--- src/rtl/conv_pool_phase_scheduler_pkg.sv ---
`default_nettype none
// ============================================================================
// Package     : conv_pool_phase_scheduler_pkg
// Description : Shared types for the feature-map BRAM phase scheduler:
//               arbiter mode select and scheduler state encoding.
// Revision    : 1.0 - initial release
// ============================================================================
package conv_pool_phase_scheduler_pkg;

  // Feature-map BRAM arbiter mode select
  typedef enum logic {
    MUX_CONVOLUTION = 1'b0,
    MUX_POOLING     = 1'b1
  } arbiter_mode_t;

  // Phase scheduler states
  typedef enum logic [2:0] {
    IDLE     = 3'd0,
    CONV     = 3'd1,
    DRAIN    = 3'd2,
    SWITCH_P = 3'd3,
    POOL     = 3'd4,
    SWITCH_C = 3'd5
  } sched_state_t;

  // States in which the scheduler waits on an engine and the timeout runs
  function automatic logic is_wait_state(input sched_state_t s);
    return (s == DRAIN) || (s == POOL);
  endfunction

endpackage
`default_nettype wire

--- src/rtl/conv_pool_phase_scheduler_quiesce_timer.sv ---
`default_nettype none
// ============================================================================
// Module      : conv_pool_phase_scheduler_quiesce_timer
// Description : Guard counter. o_quiet is high in the cycle that completes
//               GUARD_CYCLES consecutive cycles with i_active low; any
//               activity restarts the count.
// Revision    : 1.0 - initial release
// ============================================================================
module conv_pool_phase_scheduler_quiesce_timer #(
  parameter int GUARD_CYCLES = 2
) (
  input  logic clk,
  input  logic rst,
  input  logic i_active,
  output logic o_quiet
);

  localparam int            CW     = (GUARD_CYCLES > 1) ? $clog2(GUARD_CYCLES) : 1;
  localparam logic [CW-1:0] C_LAST = CW'(GUARD_CYCLES - 1);

  logic [CW-1:0] r_cnt;

  // Count completed idle cycles, saturating one short of the guard length
  always_ff @(posedge clk) begin
    if (rst || i_active) begin
      r_cnt <= '0;
    end else if (r_cnt != C_LAST) begin
      r_cnt <= r_cnt + 1'b1;
    end
  end

  // Current idle cycle is the last one needed to satisfy the guard
  assign o_quiet = !i_active && (r_cnt == C_LAST);

endmodule
`default_nettype wire

--- src/rtl/conv_pool_phase_scheduler.sv ---
`default_nettype none
// ============================================================================
// Module      : conv_pool_phase_scheduler
// Description : Time-multiplexes the feature-map BRAM between convolution
//               and pooling engines. Mode changes only after both engines'
//               BRAM ports have been idle for GUARD_CYCLES cycles.
// Revision    : 1.0 - initial release
// ============================================================================
module conv_pool_phase_scheduler
  import conv_pool_phase_scheduler_pkg::*;
#(
  parameter int GUARD_CYCLES   = 2,
  parameter int TIMEOUT_CYCLES = 65536,
  parameter int TS_CNT_WIDTH   = 16
) (
  input  logic                    clk,
  input  logic                    rst,
  input  logic                    enable_i,
  input  logic                    timestep_i,
  input  logic                    conv_busy_i,
  input  logic                    conv_fifo_empty_i,
  input  logic                    conv_mem_act_i,
  input  logic                    pool_mem_act_i,
  input  logic                    pool_done_i,
  output logic                    conv_gate_o,
  output logic                    pool_start_o,
  output arbiter_mode_t           mode_o,
  output logic                    phase_done_o,
  output logic [TS_CNT_WIDTH-1:0] ts_count_o,
  output logic                    busy_o,
  output logic                    overrun_o,
  output logic                    timeout_o
);

  localparam int             TOW       = (TIMEOUT_CYCLES > 1) ? $clog2(TIMEOUT_CYCLES) : 1;
  localparam logic [TOW-1:0] C_TO_LAST = TOW'(TIMEOUT_CYCLES - 1);

  sched_state_t              r_state;
  sched_state_t              w_next;
  arbiter_mode_t             r_mode;
  logic                      r_pool_start;
  logic                      r_phase_done;
  logic [TS_CNT_WIDTH-1:0]   r_ts_count;
  logic                      r_pending;
  logic                      r_overrun;
  logic                      r_done_seen;
  logic [TOW-1:0]            r_to_cnt;
  logic                      r_timeout;
  logic                      w_guard_act;
  logic                      w_quiet;
  logic                      w_enter_sw_p;
  logic                      w_enter_sw_c;
  logic                      w_unused_fifo_empty;

  // FIFO occupancy is status only: leftover events wait for the next timestep
  assign w_unused_fifo_empty = conv_fifo_empty_i;

  conv_pool_phase_scheduler_quiesce_timer #(
    .GUARD_CYCLES (GUARD_CYCLES)
  ) u_quiesce_timer (
    .clk      (clk),
    .rst      (rst),
    .i_active (w_guard_act),
    .o_quiet  (w_quiet)
  );

  // State register
  always_ff @(posedge clk) begin
    if (rst) r_state <= IDLE;
    else     r_state <= w_next;
  end

  // Next-state logic
  always_comb begin
    w_next = r_state;
    case (r_state)
      IDLE:     if (enable_i) w_next = CONV;
      CONV:     if (timestep_i || r_pending) w_next = DRAIN;
      DRAIN:    if (w_quiet) w_next = SWITCH_P;
      SWITCH_P: w_next = POOL;
      POOL:     if (w_quiet) w_next = SWITCH_C;
      SWITCH_C: w_next = enable_i ? CONV : IDLE;
      default:  w_next = IDLE;
    endcase
  end

  // Combinational outputs and guard-timer activity mux
  always_comb begin
    conv_gate_o = (r_state == CONV);
    busy_o      = (r_state != IDLE);
    case (r_state)
      DRAIN:   w_guard_act = conv_busy_i | conv_mem_act_i;
      // Before pool_done the sweep is assumed to be using the BRAM
      POOL:    w_guard_act = !r_done_seen | pool_mem_act_i;
      default: w_guard_act = 1'b1;
    endcase
  end

  assign w_enter_sw_p = (r_state == DRAIN) && (w_next == SWITCH_P);
  assign w_enter_sw_c = (r_state == POOL)  && (w_next == SWITCH_C);

  // Registered mode select and phase pulses; mode flips as the guard completes
  always_ff @(posedge clk) begin
    if (rst) begin
      r_mode       <= MUX_CONVOLUTION;
      r_pool_start <= 1'b0;
      r_phase_done <= 1'b0;
      r_ts_count   <= '0;
    end else begin
      r_pool_start <= (r_state == SWITCH_P);
      r_phase_done <= w_enter_sw_c;
      if (w_enter_sw_p) r_mode <= MUX_POOLING;
      else if (w_enter_sw_c) r_mode <= MUX_CONVOLUTION;
      if (w_enter_sw_c) r_ts_count <= r_ts_count + 1'b1;
    end
  end

  // Depth-1 timestep queue with sticky overrun flag
  always_ff @(posedge clk) begin
    if (rst) begin
      r_pending <= 1'b0;
      r_overrun <= 1'b0;
    end else if (timestep_i && r_pending) begin
      r_overrun <= 1'b1;
    end else if (timestep_i && (r_state != CONV)) begin
      r_pending <= 1'b1;
    end else if (r_state == CONV) begin
      r_pending <= 1'b0;
    end
  end

  // Remember pool_done for the remainder of the POOL visit
  always_ff @(posedge clk) begin
    if (rst || (r_state != POOL)) r_done_seen <= 1'b0;
    else if (pool_done_i)         r_done_seen <= 1'b1;
  end

  // Wait-state timeout: counts cycles in DRAIN/POOL, restarts on every state change
  always_ff @(posedge clk) begin
    if (rst) begin
      r_to_cnt  <= '0;
      r_timeout <= 1'b0;
    end else if (is_wait_state(r_state) && (w_next == r_state)) begin
      if (r_to_cnt != C_TO_LAST) r_to_cnt <= r_to_cnt + 1'b1;
      else                       r_timeout <= 1'b1;
    end else begin
      r_to_cnt <= '0;
    end
  end

  assign mode_o       = r_mode;
  assign pool_start_o = r_pool_start;
  assign phase_done_o = r_phase_done;
  assign ts_count_o   = r_ts_count;
  assign overrun_o    = r_overrun;
  assign timeout_o    = r_timeout;

endmodule
`default_nettype wire
--- config.mk ---
export PLATFORM = sky130hd
export DESIGN_NAME = conv_pool_phase_scheduler
export DESIGN_NICKNAME = d
export VERILOG_FILES = /design/src/rtl/conv_pool_phase_scheduler_pkg.sv /design/src/rtl/conv_pool_phase_scheduler_quiesce_timer.sv /design/src/rtl/conv_pool_phase_scheduler.sv
export SDC_FILE = /design/constraint.sdc
export NUM_CORES = 1
export LEC_CHECK = 0
export ABC_AREA = 1
export CORE_MARGIN = 4
export CORE_UTILIZATION = 48
export CTS_BUF_LIST = sky130_fd_sc_hd__clkbuf_8 sky130_fd_sc_hd__clkbuf_16
export CTS_CLUSTER_DIAMETER = 40
export DETAILED_ROUTE_END_ITERATION = 12
export DONT_BUFFER_PORTS = 1
export GPL_ROUTABILITY_DRIVEN = 0
export PLACE_DENSITY = 0.66
export SYNTH_ARGS = -nofsm -noshare
export SYNTH_HDL_FRONTEND = slang
export SYNTH_SLANG_ARGS = --single-unit
--- constraint.sdc ---
create_clock -name clk -period 2.2 [get_ports clk]
set_clock_uncertainty 0.05 [all_clocks]
set_input_delay 0.44 -clock clk [delete_from_list [all_inputs] [get_ports clk]]
set_output_delay 0.44 -clock clk [all_outputs]
set_load 0.01 [all_outputs]
After elaboration in Yosys (flattened, before gate mapping)
Cells that the tools add are included.
Cells by class
  add/subtract/negate cells: 3
  $mul: 0
  div/mod/pow operators: 0
  $lt $le $gt $ge: 0
  eq/ne operators: 11
  shifts and indexed selects: 0
  muxes and demuxes: 12
  bitwise gates (word level): 5
  reductions and logical operators: 19
Operators by type and width (number)
  adder 16 x 1 -> 16 bit (second input constant): 2
  one-hot mux 3 bit (6 select lines): 1
  inequality test 16 bit (second input constant): 1
  two-way mux 3 bit: 4
  equality test 3 x 2 -> 1 bit (second input constant): 3
  equality test 3 bit (second input constant): 3
  logical AND 1 bit: 6
  two-way mux 1 bit: 6
  logical OR 1 bit: 4
  AND reduction 2 bit: 2
  nonzero test 2 bit: 2
  equality test 3 x 1 -> 1 bit (second input constant): 1
  equality test 3 bit: 1
  zero test 3 bit: 1
  inequality test 3 x 1 -> 1 bit (second input constant): 1
  inequality test 3 bit (second input constant): 1
  NOT 1 bit: 3
  nonzero test 3 bit: 1
  zero test 1 bit: 2
  OR 1 bit: 2
  one-hot mux 1 bit (2 select lines): 1
  OR reduction 2 bit: 1
  adder 1 bit (second input constant): 1
Word-level totals
  register bits after elaboration: 43
  bits in latches: 0
  bits in writable memories: 0
  memory bits (read-only): 0
  output and inout bits: 23
  word-level logic and storage cells: 61
  memories kept: 0

Depth between registers and ports, before layout
  depth in word-level cells: 11
  gate-level depth with buffers: 9
  mapped depth without buffers: 8

Modules after synthesis
From an unflattened synthesis, not the netlist that was laid out.
Unflattened totals
  cell total of the unflattened synthesis: 312
  area total of the unflattened synthesis: 2165.8 um2
By module, submodules not included
  conv_pool_phase_scheduler: instances 1, cells an instance 308, area each 2134.5 um2
  conv_pool_phase_scheduler_quiesce_timer: instances 1, cells an instance 4, area each 31.3 um2

Worst setup path before layout
Ideal clock, no wire load.
  path type: register to register
  start: register r_to_cnt[0]
  end: register r_to_cnt[0]
  library setup time: 119 ps
  arrival time: 1391 ps
  path slack: 640 ps
  cell stages (with the launch flop): 8
  period minus slack after synthesis: 1560 ps
  cells stage by stage: dfxtp_1 > ha_1 > and3_1 > nand2_1 > nor2_2 > inv_1 > nand2_1 > a21oi_1
Between the ends
  longest elaborated chain between the ends: 1
Ends and longest elaborated chain
  start, declared: line conv_pool_phase_scheduler.sv:47  | logic [TOW-1:0] r_to_cnt;
  start signal, assigned: line conv_pool_phase_scheduler.sv:144  | if (r_to_cnt != C_TO_LAST) r_to_cnt <= r_to_cnt + 1'b1;
  adder 16 x 1 -> 16 bit or inequality test 16 bit (tied branches): line conv_pool_phase_scheduler.sv:144
Parallel ways exist; a longest one is shown, timed or not.
A chain may end at the register's enable or synchronous reset.

Worst setup path in the final report
  start: register r_state[0]
  end: register r_to_cnt[12]
RTL lines
  start, declared: line conv_pool_phase_scheduler.sv:38  | sched_state_t r_state;
  start signal, assigned: line conv_pool_phase_scheduler.sv:70  | else r_state <= w_next;
  equality test 3 x 1 -> 1 bit
  named net conv_gate_o: line conv_pool_phase_scheduler.sv:25  | output logic conv_gate_o,
  one-hot mux 3 bit (6 select lines): line conv_pool_phase_scheduler.sv:76  | case (r_state)
  equality test 3 bit: line conv_pool_phase_scheduler.sv:143  | end else if (is_wait_state(r_state) && (w_next == r_state)) begin
  logical AND 1 bit: line conv_pool_phase_scheduler.sv:143
  NOT 1 bit (no line)
  OR reduction 2 bit (no line)
The timed path passes the listed nets, and every way through them passes these cells.

==> flow_summary.toml <==
[run_status]
status = "complete, no violations"

[clock_tree]
cts_resized = 0
root_buffer = "clkbuf_8"
post_cts_buffers = 0
clockBufferDepth = 2
cts_inserted_buffers = 5
holdBufCountCts = 0
clock_latency_ns = 0.30
htreeDepth = 2
clock-sinks = 43
clk_pin_slew_ns = 0.09
cts_tree = "yes"

[setup_path]
ff2ff_path_depth = 7
worstSetupPathType = "reg2reg"
worstPathArrival_ns = 1.88
crit_fanout = 16
endpoint_kind = "flop"
cp-start-kind = "flop"
worstPathRequired_ns = 2.33

[synth]
synth_top_flop_cell = "dfxtp_1"
synth_edf_count = 0
async_flop_share = 0
synth_top_area_frac = 0.382
synthTopCellsByCount = "nand2_1 (84), nor2_1 (58), dfxtp_1 (43)"
synth_most_common_cell = "nand2_1"
synth_area_leaders = "dfxtp_1 (38%), nand2_1 (14%), nor2_1 (9.7%)"
syn_area_um2 = 2250
ys_types = 30
ys_seq_area_frac = 0.382
syn_avg_cell_area_um2 = 6.88
postSynthNetCount = 338
ys_seq_elements = 43
synth_warnings = 0
synth_top_cell_by_area = "dfxtp_1"
syn_inst = 327

[route]
firstDrtPassIters = 4
detail_route.wl_per_cell_um = 12.1
drt_wl_total_um = 4630
postRouteAntennaNets = 0
vias_per_cell = 5.08
drc_errors = 0
vias = 1946
initialDrtViolationCount = 138

[die]
die-area_um2 = 5850
ioPinCount = 32
fp.dieW_um = 76.5
die_y_um = 76.5
core_um2 = 4440
rows = 24
start_util = 0.506

[cells_and_area]
num_antenna_cells = 0
final.fill_count = 441
multi_input_area_um2 = 1250
num-nets-final = 341
areaGrowthSynthToFinish_pct = 6.84
fin_cells = 383
drive_gt1_frac = 0.0846
seq_area_um2 = 861

[timing]
rsz0062_at_grt = "no"
finalSetupViolations = 0
timing.final.hold_violations = 0
fmaxAchievable_ghz = 0.571
fin_crit_ns = 1.75
slew_headroom = 0.704
finalMaxSlewViolations = 0
hold_slack_ns = 0.142
tns_ns = 0
period_share = 0.796
tightest_slew_ns = 0.443

[global_route]
grt_max_degree = 28
antenna_found_initial = 0
grt_usage = 0.162
grt_overflow_total = 0
grt_pass1_wl_um = 7870
grt_pass1_vias = 1747

[worst_hold_path]
holdPathStages = 1
hold_path_class = "in2reg"

[run]
maxCapViolCount = 0

[power_and_ir_drop]
seqPwrFrac = 0.536
p_per_area_nw_per_um2 = 620
power_switching_uw = 345
swShare = 0.231
power.internal_uw = 1150
p_clk_frac = 0.415
p_leak_uw = 0.000821
ir_worst_vdd_uv = 350
pwr-share-comb = 0.048

[place]
dp_cells = 375
numPortBuffers = 0
dp_hpwl_um = 3420
sequential cells by signal (all words and copies together) (netlist names):
| signal | flops |
|---|---|
| u_quiesce_timer.r_cnt | 1 |
| overrun_o | 1 |
| pool_start_o | 1 |
| ts_count_o | 16 |
| r_done_seen | 1 |
| r_pending | 1 |
| mode_o | 1 |
| timeout_o | 1 |
| r_to_cnt | 16 |
| r_state | 3 |
| phase_done_o | 1 |
placed cells by master, fill, tap and decap left out, drive strengths merged, types with 5 or more instances in the layout:
| master | instances |
|---|---|
| xor2 | 11 |
| nand2 | 88 |
| inv | 23 |
| xnor2 | 8 |
| dfxtp | 43 |
| nand3 | 34 |
| nand4 | 7 |
| nor3 | 9 |
| nor2 | 61 |
| a21oi | 24 |
| clkbuf | 5 |
stage by stage:
stage / total power (µW) / utilization / worst slack [ns] / instance area [µm²]
floorplan: 885 / - / 0.640 / 2250
global placement: 890 / 0.516 / 0.454 / 2290
detailed placement: 891 / 0.516 / 0.423 / 2290
CTS: 1510 / 0.541 / 0.419 / 2400
global route: 1550 / 0.541 / 0.281 / 2400
finish: 1490 / 0.541 / 0.449 / 2400
worst paths after layout:
kind	startpoint	to	slack, ns
worst max-delay path	r_state[0]	r_to_cnt[12]	0.45
worst min-delay path	rst	ts_count_o[8]	0.14
worst max register to register	r_state[0]	r_to_cnt[12]	0.45
worst min register to register	r_done_seen	r_done_seen	0.45
cell type report:
class | instances | share of cell area
multi-input cells | 253 | 0.520
clock inverters | 3 | 0.0182
clock buffers | 5 | 0.0286
inverters | 23 | 0.0359
flip-flops and latches | 43 | 0.358
well taps | 52 | 0.0271
repair buffers | 4 | 0.0125
cells by family (layout without fill, tap and decap cells):
group,after synthesis,count (layout),synth area share
AND/OR/NAND/NOR,202,202,0.395
AO/OA/AOI/OAI,30,30,0.0756
XOR/XNOR,19,19,0.0739
buffers and inverters,31,35,0.0623
flip-flops,43,43,0.382
adder cells (fa/ha/maj),2,2,0.0111
layer usage:
layer | global-route usage | share of wire | vias up
met4 | 0.0634 | 0.015 | 0
met5 | 0 | 0 | -
li1 | - | - | 1060
met1 | 0.185 | 0.47 | 853
met3 | 0.0508 | 0.041 | 7
met2 | 0.280 | 0.48 | 26
power groups by stage:
stage | Clock, µW | Sequential, µW | Combinational, µW
after floorplan | 0 | 816 | 68.6
after global placement | 0 | 818 | 71.9
after detailed placement | 0 | 818 | 72.9
after CTS | 634 | 800 | 72.9
after global routing | 666 | 802 | 83.9
final | 620 | 800 | 72.3
critical path: stages, from the launching register on:
cell and delay, ns:
dfxtp_1 0.48, inv_2 0.13, nor3_2 0.30, inv_1 0.12, nor3_2 0.14, nor2_2 0.08
nand2_2 0.25, nor2_1 0.09
Note: power is estimated with default switching activity, not from simulation.
